File: config.mk
export PLATFORM = sky130hd
export DESIGN_NAME = conv_ifmap_loader
export DESIGN_NICKNAME = d
export VERILOG_FILES = /design/src/rtl/conv_ifmap_loader.sv
export SDC_FILE = /design/constraint.sdc
export NUM_CORES = 2
export LEC_CHECK = 0
export ABC_CLOCK_PERIOD_IN_PS = 5410
export BUFFER_PORTS_ARGS = -buffer_cell sky130_fd_sc_hd__buf_2
export CORE_AREA = 2 2 381 383
export CTS_CLUSTER_SIZE = 14
export DETAILED_ROUTE_END_ITERATION = 8
export DIE_AREA = 0 0 383 385
export GPL_TIMING_DRIVEN = 0
export PLACE_DENSITY = 0.55
export SLEW_MARGIN = 10
export SYNTH_ARGS = -nofsm -noshare
export SYNTH_HDL_FRONTEND = slang
export SYNTH_SLANG_ARGS = --single-unit
File: constraint.sdc
create_clock -name clk -period 5.41 [get_ports clk]
set_clock_uncertainty 0.15 [all_clocks]
set_input_delay 1.623 -clock clk [delete_from_list [all_inputs] [get_ports clk]]
set_output_delay 1.623 -clock clk [all_outputs]
set_load 0.01 [all_outputs]
File: src/rtl/conv_ifmap_loader.sv
// conv_ifmap_loader: streams one filter + ifmap tile from a single-port buffer
// into parallel FILTER_OUT / DATA_OUT arrays and holds the tile until it is consumed.
module conv_ifmap_loader #(
    parameter int unsigned INWIDTH = 16,
    parameter int unsigned FIL_S   = 3,
    parameter int unsigned DI_W    = 7,
    parameter int unsigned DI_H    = 7,
    parameter int unsigned ADDR_W  = 12
) (
    input  logic                      clk,
    input  logic                      rst,
    input  logic                      start,
    input  logic [ADDR_W-1:0]         fil_base,
    input  logic [ADDR_W-1:0]         dat_base,
    output logic                      mem_rd_en,
    output logic [ADDR_W-1:0]         mem_addr,
    input  logic                      mem_gnt,
    input  logic signed [INWIDTH-1:0] mem_rd_data,
    output logic signed [INWIDTH-1:0] FILTER_OUT [0:FIL_S-1][0:FIL_S-1],
    output logic signed [INWIDTH-1:0] DATA_OUT   [0:DI_H-1][0:DI_W-1],
    output logic                      tile_valid,
    input  logic                      consume,
    output logic                      busy
);

    localparam int unsigned NF     = FIL_S * FIL_S;
    localparam int unsigned ND     = DI_H * DI_W;
    localparam int unsigned NT     = NF + ND;
    localparam int unsigned CNT_W  = (NT > 1) ? $clog2(NT) : 1;
    localparam int unsigned FIL_IW = (FIL_S > 1) ? $clog2(FIL_S) : 1;
    localparam int unsigned DR_W   = (DI_H > 1) ? $clog2(DI_H) : 1;
    localparam int unsigned DC_W   = (DI_W > 1) ? $clog2(DI_W) : 1;
    localparam int unsigned RC_A   = (FIL_IW > DR_W) ? FIL_IW : DR_W;
    localparam int unsigned RC_W   = (RC_A > DC_W) ? RC_A : DC_W;

    localparam logic [2:0] S_IDLE  = 3'd0;
    localparam logic [2:0] S_FIL   = 3'd1;
    localparam logic [2:0] S_DAT   = 3'd2;
    localparam logic [2:0] S_DRAIN = 3'd3;
    localparam logic [2:0] S_HOLD  = 3'd4;

    logic [2:0]        state, state_d;
    logic [CNT_W-1:0]  iss, iss_d;
    logic [CNT_W-1:0]  rcv, rcv_d;
    logic              pend, pend_d;
    logic [RC_W-1:0]   rrow, rrow_d;
    logic [RC_W-1:0]   rcol, rcol_d;
    logic [ADDR_W-1:0] fil_base_q, fil_base_d;
    logic [ADDR_W-1:0] dat_base_q, dat_base_d;
    logic [ADDR_W-1:0] req_addr;
    logic              req_acc;
    logic              fil_ret;
    logic              last_ret;

    // Next-state, counter and next-request computation
    always_comb begin
        state_d    = state;
        iss_d      = iss;
        rcv_d      = rcv;
        pend_d     = 1'b0;
        rrow_d     = rrow;
        rcol_d     = rcol;
        fil_base_d = fil_base_q;
        dat_base_d = dat_base_q;
        req_addr   = mem_addr;

        req_acc  = mem_rd_en && mem_gnt;
        fil_ret  = (rcv < CNT_W'(NF));
        last_ret = pend && (rcv == CNT_W'(NT - 1));

        case (state)
            S_IDLE: begin
                if (start) begin
                    fil_base_d = fil_base;
                    dat_base_d = dat_base;
                    iss_d      = '0;
                    rcv_d      = '0;
                    rrow_d     = '0;
                    rcol_d     = '0;
                    state_d    = S_FIL;
                end
            end
            S_FIL: begin
                if (req_acc) begin
                    pend_d = 1'b1;
                    iss_d  = iss + CNT_W'(1);
                    if (iss == CNT_W'(NF - 1)) begin
                        state_d = S_DAT;
                    end
                end
            end
            S_DAT: begin
                if (req_acc) begin
                    pend_d = 1'b1;
                    if (iss == CNT_W'(NT - 1)) begin
                        state_d = S_DRAIN;
                    end else begin
                        iss_d = iss + CNT_W'(1);
                    end
                end
            end
            S_DRAIN: begin
                if (last_ret) begin
                    state_d = S_HOLD;
                end
            end
            S_HOLD: begin
                if (consume) begin
                    state_d = S_IDLE;
                end
            end
            default: begin
                state_d = S_IDLE;
            end
        endcase

        // Return side: step the destination row/column after each captured word;
        // the filter section wraps to (0,0) so the ifmap starts at its origin.
        if (pend && !last_ret) begin
            rcv_d = rcv + CNT_W'(1);
            if (fil_ret) begin
                if (rcol == RC_W'(FIL_S - 1)) begin
                    rcol_d = '0;
                    rrow_d = (rrow == RC_W'(FIL_S - 1)) ? '0 : rrow + RC_W'(1);
                end else begin
                    rcol_d = rcol + RC_W'(1);
                end
            end else begin
                if (rcol == RC_W'(DI_W - 1)) begin
                    rcol_d = '0;
                    rrow_d = rrow + RC_W'(1);
                end else begin
                    rcol_d = rcol + RC_W'(1);
                end
            end
        end

        // Address for the request presented next cycle; held while not requesting
        if (state_d == S_FIL) begin
            req_addr = fil_base_d + ADDR_W'(iss_d);
        end else if (state_d == S_DAT) begin
            req_addr = dat_base_d + ADDR_W'(iss_d) - ADDR_W'(NF);
        end
    end

    // State, counters and registered control outputs
    always_ff @(posedge clk) begin
        if (rst) begin
            state      <= S_IDLE;
            iss        <= '0;
            rcv        <= '0;
            pend       <= 1'b0;
            rrow       <= '0;
            rcol       <= '0;
            fil_base_q <= '0;
            dat_base_q <= '0;
            mem_rd_en  <= 1'b0;
            mem_addr   <= '0;
            tile_valid <= 1'b0;
            busy       <= 1'b0;
        end else begin
            state      <= state_d;
            iss        <= iss_d;
            rcv        <= rcv_d;
            pend       <= pend_d;
            rrow       <= rrow_d;
            rcol       <= rcol_d;
            fil_base_q <= fil_base_d;
            dat_base_q <= dat_base_d;
            mem_rd_en  <= (state_d == S_FIL) || (state_d == S_DAT);
            mem_addr   <= req_addr;
            tile_valid <= (state_d == S_HOLD);
            busy       <= (state_d != S_IDLE);
        end
    end

    // Tile arrays: capture each returning word at its row-major slot
    always_ff @(posedge clk) begin
        if (rst) begin
            for (int unsigned r = 0; r < FIL_S; r++) begin
                for (int unsigned c = 0; c < FIL_S; c++) begin
                    FILTER_OUT[FIL_IW'(r)][FIL_IW'(c)] <= '0;
                end
            end
            for (int unsigned r = 0; r < DI_H; r++) begin
                for (int unsigned c = 0; c < DI_W; c++) begin
                    DATA_OUT[DR_W'(r)][DC_W'(c)] <= '0;
                end
            end
        end else if (pend) begin
            if (fil_ret) begin
                FILTER_OUT[FIL_IW'(rrow)][FIL_IW'(rcol)] <= mem_rd_data;
            end else begin
                DATA_OUT[DR_W'(rrow)][DC_W'(rcol)] <= mem_rd_data;
            end
        end
    end

endmodule

---- Word-level counts from Yosys, hierarchy flattened ----
Cells that the tools add are included.
word-level totals
  register bits after elaboration ......... 989
  input bits .............................. 45
  word-level logic and storage cells ...... 170
  output and inout port bits .............. 943
cells by class
  bitwise gates (word level) .............. 6
  $add $sub $neg .......................... 7
  $lt $le $gt $ge ......................... 9
  reduce and logical (&&, ||, !) cells .... 19
  equal/unequal tests ..................... 13
  muxes and demuxes ....................... 46
operators by type and width
  operator               number
  $bwmux 784             1
  $demux 112 s3          1
  $bwmux 144             1
  $mux 112               1
  $demux 48 s2           1
  $mux 12                6
  $mux 3                 20
  $demux 16 s3           1
  $mux 48                1
  $mux 6                 7
  $demux 16 s2           1
  $mux 16                2
  $add 12x6->12          2
  $pmux 6 s3             1
  $eq 3x2->1 const B     5
  $pmux 3 s5             1
  $add 6x1->6 const B    2
  $eq 6x6->1 const B     2
  $sub 12x4->12 const B  1
  $eq 3x3->1 const B     3
  $ge 4x4->1 const B     2
  $lt 4x1->1 const B     2
  $not 3->4              2
  $logic_and 1x1->1      7
  16 further kinds       27

---- Depth between registers and ports, before layout ----
  word-level depth ........................ 8
  mapped depth ............................ 17
  depth with buffers taken out ............ 17

---- Least setup slack after synthesis ----
Ideal clock, no wire load.
  path type ............................... input -> register
  start point ............................. input start
  end point ............................... register mem_addr[8]
  path slack .............................. 0.762 ns
  stages .................................. 13
  buffers on the path ..................... 2
  arrival ................................. 4.386 ns
  data required time ...................... 5.148 ns
  library setup time ...................... 0.112 ns
  path through ............................ or4b_1 -> buf_2 -> buf_1 -> nand2_1 -> nand2_1 -> ha_1 -> fa_1 -> a211oi_1 -> o21bai_1 -> a21oi_1 -> nor3_2 -> mux2i_1 -> a2111oi_1
between the ends
  elaborated cells between the ends (all ways) .. 16
  those cells by class .................... add/sub: 3; eq/ne: 2; mux: 10; reduce/logical: 1
RTL lines
  item                  line  source
  from (decl)           12    input logic start,
  $mux 12               73    if (start) begin
  $mux 12               71    case (state)
  net fil_base_d[0]     48    logic [ADDR_W-1:0] fil_base_q, fil_base_d;
  $add 12x6->12         140   req_addr = fil_base_d + ADDR_W'(iss_d);
  $mux 12               139   if (state_d == S_FIL) begin
  to (signal assigned)  171   mem_addr <= req_addr;
  to (decl)             16    output logic [ADDR_W-1:0] mem_addr,
The timed path passes the listed nets, and every way through them passes these cells. The select of a mux whose other input is x is not followed.
A chain may end at the register's enable or synchronous reset.

---- Worst setup path in the final report ----
  start point ............................. input mem_gnt
  end point ............................... register mem_addr[9]
between the ends
  longest elaborated chain between the ends .. 7
  elaborated cells between the ends (all ways) .. 15
  those cells by class .................... add/sub: 3; eq/ne: 2; mux: 8; reduce/logical: 2
ends and longest elaborated chain
  item                              line    source
  from (decl)                       17      input logic mem_gnt,
  $logic_and 1x1->1 *               67      req_acc = mem_rd_en && mem_gnt;
  $mux 6, on equally long branches  93, 84
  $pmux 6 s3                        71
  $add 12x6->12                     142     req_addr = dat_base_d + ADDR_W'(iss_d) - ADDR_W'(NF);
  $sub 12x4->12                     142
  $mux 12                           141     end else if (state_d == S_DAT) begin
  $mux 12                           139
Every way passes the cells marked *; elsewhere a longest branch is shown, timed or not. The select of a mux whose other input is x is not followed.

==> qor.tcl <==
set qor(layout.cells.most_common) {nand2_1}
set qor(seq_area_frac_synth_pct) 54.23
set qor(internal_power_w) 0.01221
set qor(pwr-share-seq_pct) 45.5
set qor(count_of_buffer_and_inverter_cells_on_the_critical_path) 3
set qor(number_of_global_route_vias_before_repair) 34283
set qor(detail_route.drc_violations) 0
set qor(totalPowerFinal_w) 0.01610
set qor(drt-total-wl_um) 190000
set qor(final_antenna_net_count) 0
set qor(cp_top_family) {compound AO/OA/AOI/OAI gates}
set qor(fp.dieArea_um2) 147500
set qor(clock_power_share_pct) 50.0
set qor(yosysWarnings) 0
set qor(placed_cell_count) 7577
set qor(layout.nets) 5866
set qor(hold_violations) 0
set qor(final_setup_violating_endpoints) 0
set qor(p_switching_w) 0.003891
set qor(finalWorstSetupSlack_ns) 0.6721
set qor(synth_area_um2) 36510
set qor(routed_length_per_placed_instance_um) 24.42
set qor(drv_cap) 0
set qor(drive_gt1_share_pct) 23.63
set qor(drt-pass1-iter-count) 8
set qor(critical_path_arrival_ns) 5.16
set qor(fillerInstances) 15299
set qor(worst_path_largest_cell_delay_ns) 0.48
set qor(critPathKind) {in -> reg}
set qor(post_syn_instances) 4685
set qor(post-route-min-period_ns) 4.738
set qor(num_rows) 139
set qor(dpl_worst_slack_ns) 0.007506
set qor(result_of_the_run) {completed}
set qor(synthesis.nets) 4764
set qor(worstMarginPinSlew_ns) 1.376
set qor(placer_congestion_estimate) 0.8976
set qor(grt.total_usage_pct) 24.56
set qor(crit_required_ns) 5.83
set qor(final-instance-count-excl-fill) 7782
set qor(vias_per_cell) 4.738
set qor(synth-seq-cells) 989
set qor(cts_num_sinks) 989
set qor(min_path_type) {reg -> reg}
set qor(ir_worst_vdd_v) 0.0002562
set qor(grt_first_pass_wirelength_um) 260100
set qor(max_clock_buf_depth) 3
set qor(pwr-share-comb_pct) 4.5
set qor(slew-limit-headroom_pct) 8.266
set qor(timing.critical_path.slowest_stage_cell) {a22oi_1}
set qor(tritoncts) {yes}
set qor(grt_remaining_overflow) 0
set qor(core_um2) 143100
set qor(postCtsResizedCells) 0
set qor(timing.critical_path.cells) {buf_2, nand2_1, a2111oi_0, o21ai_0, a22oi_1, ha_1, inv_1, ha_1, inv_1, fa_1, nor2b_1, o31a_1, o22ai_1, xnor2_1, a222oi_1, a31oi_1}
set qor(fin_crit_sh_pct) 87.58
set qor(die_height_um) 385
set qor(num_vias) 36869
set qor(clock-root-buffer) {clkbuf_16}
set qor(postCtsSetupBuffers) 0
set qor(cts.hold.buffers_added) 0
set qor(syn-mean-instance-area_um2) 7.792
set qor(clkLatencyLatePin_ns) 0.74
set qor(critical_path.max_fanout) 4
set qor(final_cell_mix) {nand2_1 (1948), buf_2 (1066), dfxtp_1 (989)}
set qor(synth_edf_count) 0
set qor(cts-buffers-inserted) 111
set qor(synth-async-reset-ratio_pct) 0
set qor(detail_route.iter0.violations) 2732
set qor(port_buffer_cells) 971
set qor(area_growth_syn_to_layout_pct) 31.62
set qor(clk_pin_slew_worst_paths_ns) 0.06
set qor(slew_viol_final) 0
set qor(cts_max_level) 3
set qor(p_per_area_nw_per_um2) 335.1
set qor(sw_frac_of_total_pct) 24.16
set qor(antenna_found_initial) 10
set qor(setup_repair_after_global_routing_missed_its_margin) {no}
set qor(clock.fmax_mhz) 211.1
set qor(synth_flop_cell) {dfxtp_1}
set qor(totalNegativeSetupSlack_ns) 0
set qor(start_util_pct) 25.51
set qor(yosys.cell_types.count) 72
set qor(cp-start-kind) {primary input}
set qor(die-width_um) 383
set qor(ioPinCount) 988
set qor(maximum_number_of_pins_on_one_net_before_global_route_repair) 16
set qor(leakagePower_nw) 19.33
set qor(post-dp-hpwl_um) 146100
set qor(timing.critical_path.to_type) {register}
==> Yosys cell counts (2+ instances only) <==
cell type  count  area, um^2
a211o_1        2       17.52
a211oi_1      12       90.09
a21o_1         6       45.04
a21oi_1      968        4845
a221oi_1       2       17.52
a22oi_1        3       22.52
a31oi_1        5       31.28
a41oi_1        2       17.52
and2_1         7       43.79
and3_1        10       62.56
buf_2         95       475.5
buf_4         16       120.1
clkbuf_1     246       923.4
dfxtp_1      989       19800
fa_1           2       40.04
ha_1          32       400.4
inv_1         32       120.1
mux2i_1       18       180.2
nand2_1     1951        7323
nand2_2       14       87.58
nand2b_1       6       37.54
nand3_1       25       125.1
nand3_2        7       70.07
nand3b_1       2       15.01
nand4_1        4       25.02
nor2_1        68       255.2
nor2_2         8       50.05
nor2_4        25       281.5
nor2b_1        5       31.28
nor3_1        13       65.06
nor3_2         2       20.02
nor3_4         3       48.80
nor4_1         3       18.77
nor4b_1        2       17.52
o2111ai_1      2       17.52
o211ai_1       3       22.52
o21a_1         9       67.56
o21ai_0       23       115.1
o31a_1         4       35.03
o31ai_1        4       30.03
or3_1          9       56.30
or3b_2         2       17.52
or4_1          2       15.01
xnor2_1        5       43.79
xor2_1        10       87.58
==> final timing paths <==
| kind | start | end | slack (ns) | depth (start not counted) |
|---|---|---|---|---|
| max | mem_gnt | mem_addr[9]$_SDFFE_PP0P_ | 0.67 | 16 |
| min | FILTER_OUT[75]$_SDFFE_PP0P_ | FILTER_OUT[75]$_SDFFE_PP0P_ | 0.30 | 2 |
| max reg2reg | iss[1]$_SDFF_PP0_ | mem_addr[9]$_SDFFE_PP0P_ | 0.91 | 17 |
| min reg2reg | FILTER_OUT[75]$_SDFFE_PP0P_ | FILTER_OUT[75]$_SDFFE_PP0P_ | 0.30 | 2 |
==> cells by family (layout without fill, tap and decap cells) <==
group,after synthesis,count (layout),synth area share [%]
and+or+nand+nor,2175,2175,23.97
AOI/OAI and AO/OA,1061,1061,15.13
DFF,989,989,54.23
buffers and inverters,391,1581,4.531
adders and majority gates,34,34,1.206
muxes,19,19,0.5312
xor gates and xnor gates,16,16,0.4044
other,0,4,0
==> routing by layer <==
metal	up-vias	wire length (um)	GRT usage, %
met5	-	0	0
met4	0	8138	9.558
met3	337	15120	6.452
met2	1464	92500	42.43
met1	17657	74260	28.96
li1	17411	-	-
==> cell type report <==
cell class,count,area (um^2),share of cell area [%]
clock buffer,151,3189,6.637
tap,1903,2381,4.955
timing repair buffer,989,5204,10.83
clock inverter,50,685.7,1.427
sequential,989,19800,41.20
buffer,359,1564,3.255
antenna,4,10.01,0.02083
multi-input combinational,3305,15100,31.42
inverter,32,120.1,0.2500
==> worst reg2reg max path, cell delays in order, from the launching register on <==
cell and delay (ns):
dfxtp_1 0.37, inv_1 0.07, ha_1 0.18, and4b_1 0.23, a2111oi_0 0.38, o21ai_0 0.30, a22oi_1 0.48, ha_1 0.32
inv_1 0.06, ha_1 0.21, inv_1 0.07, fa_1 0.42, nor2b_1 0.17, o31a_1 0.20, o22ai_1 0.16, xnor2_1 0.17
a222oi_1 0.30, a31oi_1 0.12
==> flip-flops by register name (all words and copies together), names as in the netlist <==
register / flops
DATA_OUT: 784
FILTER_OUT: 144
dat_base_q: 12
fil_base_q: 12
mem_addr: 12
iss: 6
rcv: 6
rcol: 3
rrow: 3
state: 3
busy: 1
mem_rd_en: 1
pend: 1
tile_valid: 1
==> power by group through the flow <==
stage	sequential (W)	combinational, W	clock [W]
global route	0.00732	0.000774	0.00844
finish	0.00732	0.000729	0.00806
floorplan	0.00748	0.000358	0
detailed placement	0.00748	0.000730	0
global placement	0.00748	0.000720	0
CTS	0.00732	0.000734	0.00816
==> per-stage QoR <==
stage | area, um^2 | utilization (%) | hold slack (ns)
2_1_floorplan | 36510 | - | 0.2943
3_3_place_gp | 43750 | 30.56 | 0.2851
3_5_place_dp | 44170 | 30.86 | 0.2913
4_1_cts | 48040 | 33.56 | 0.2992
5_1_grt | 48050 | 33.57 | 0.3122
6_report | 48050 | 33.57 | 0.2964
(Power assumes the default switching activity.)
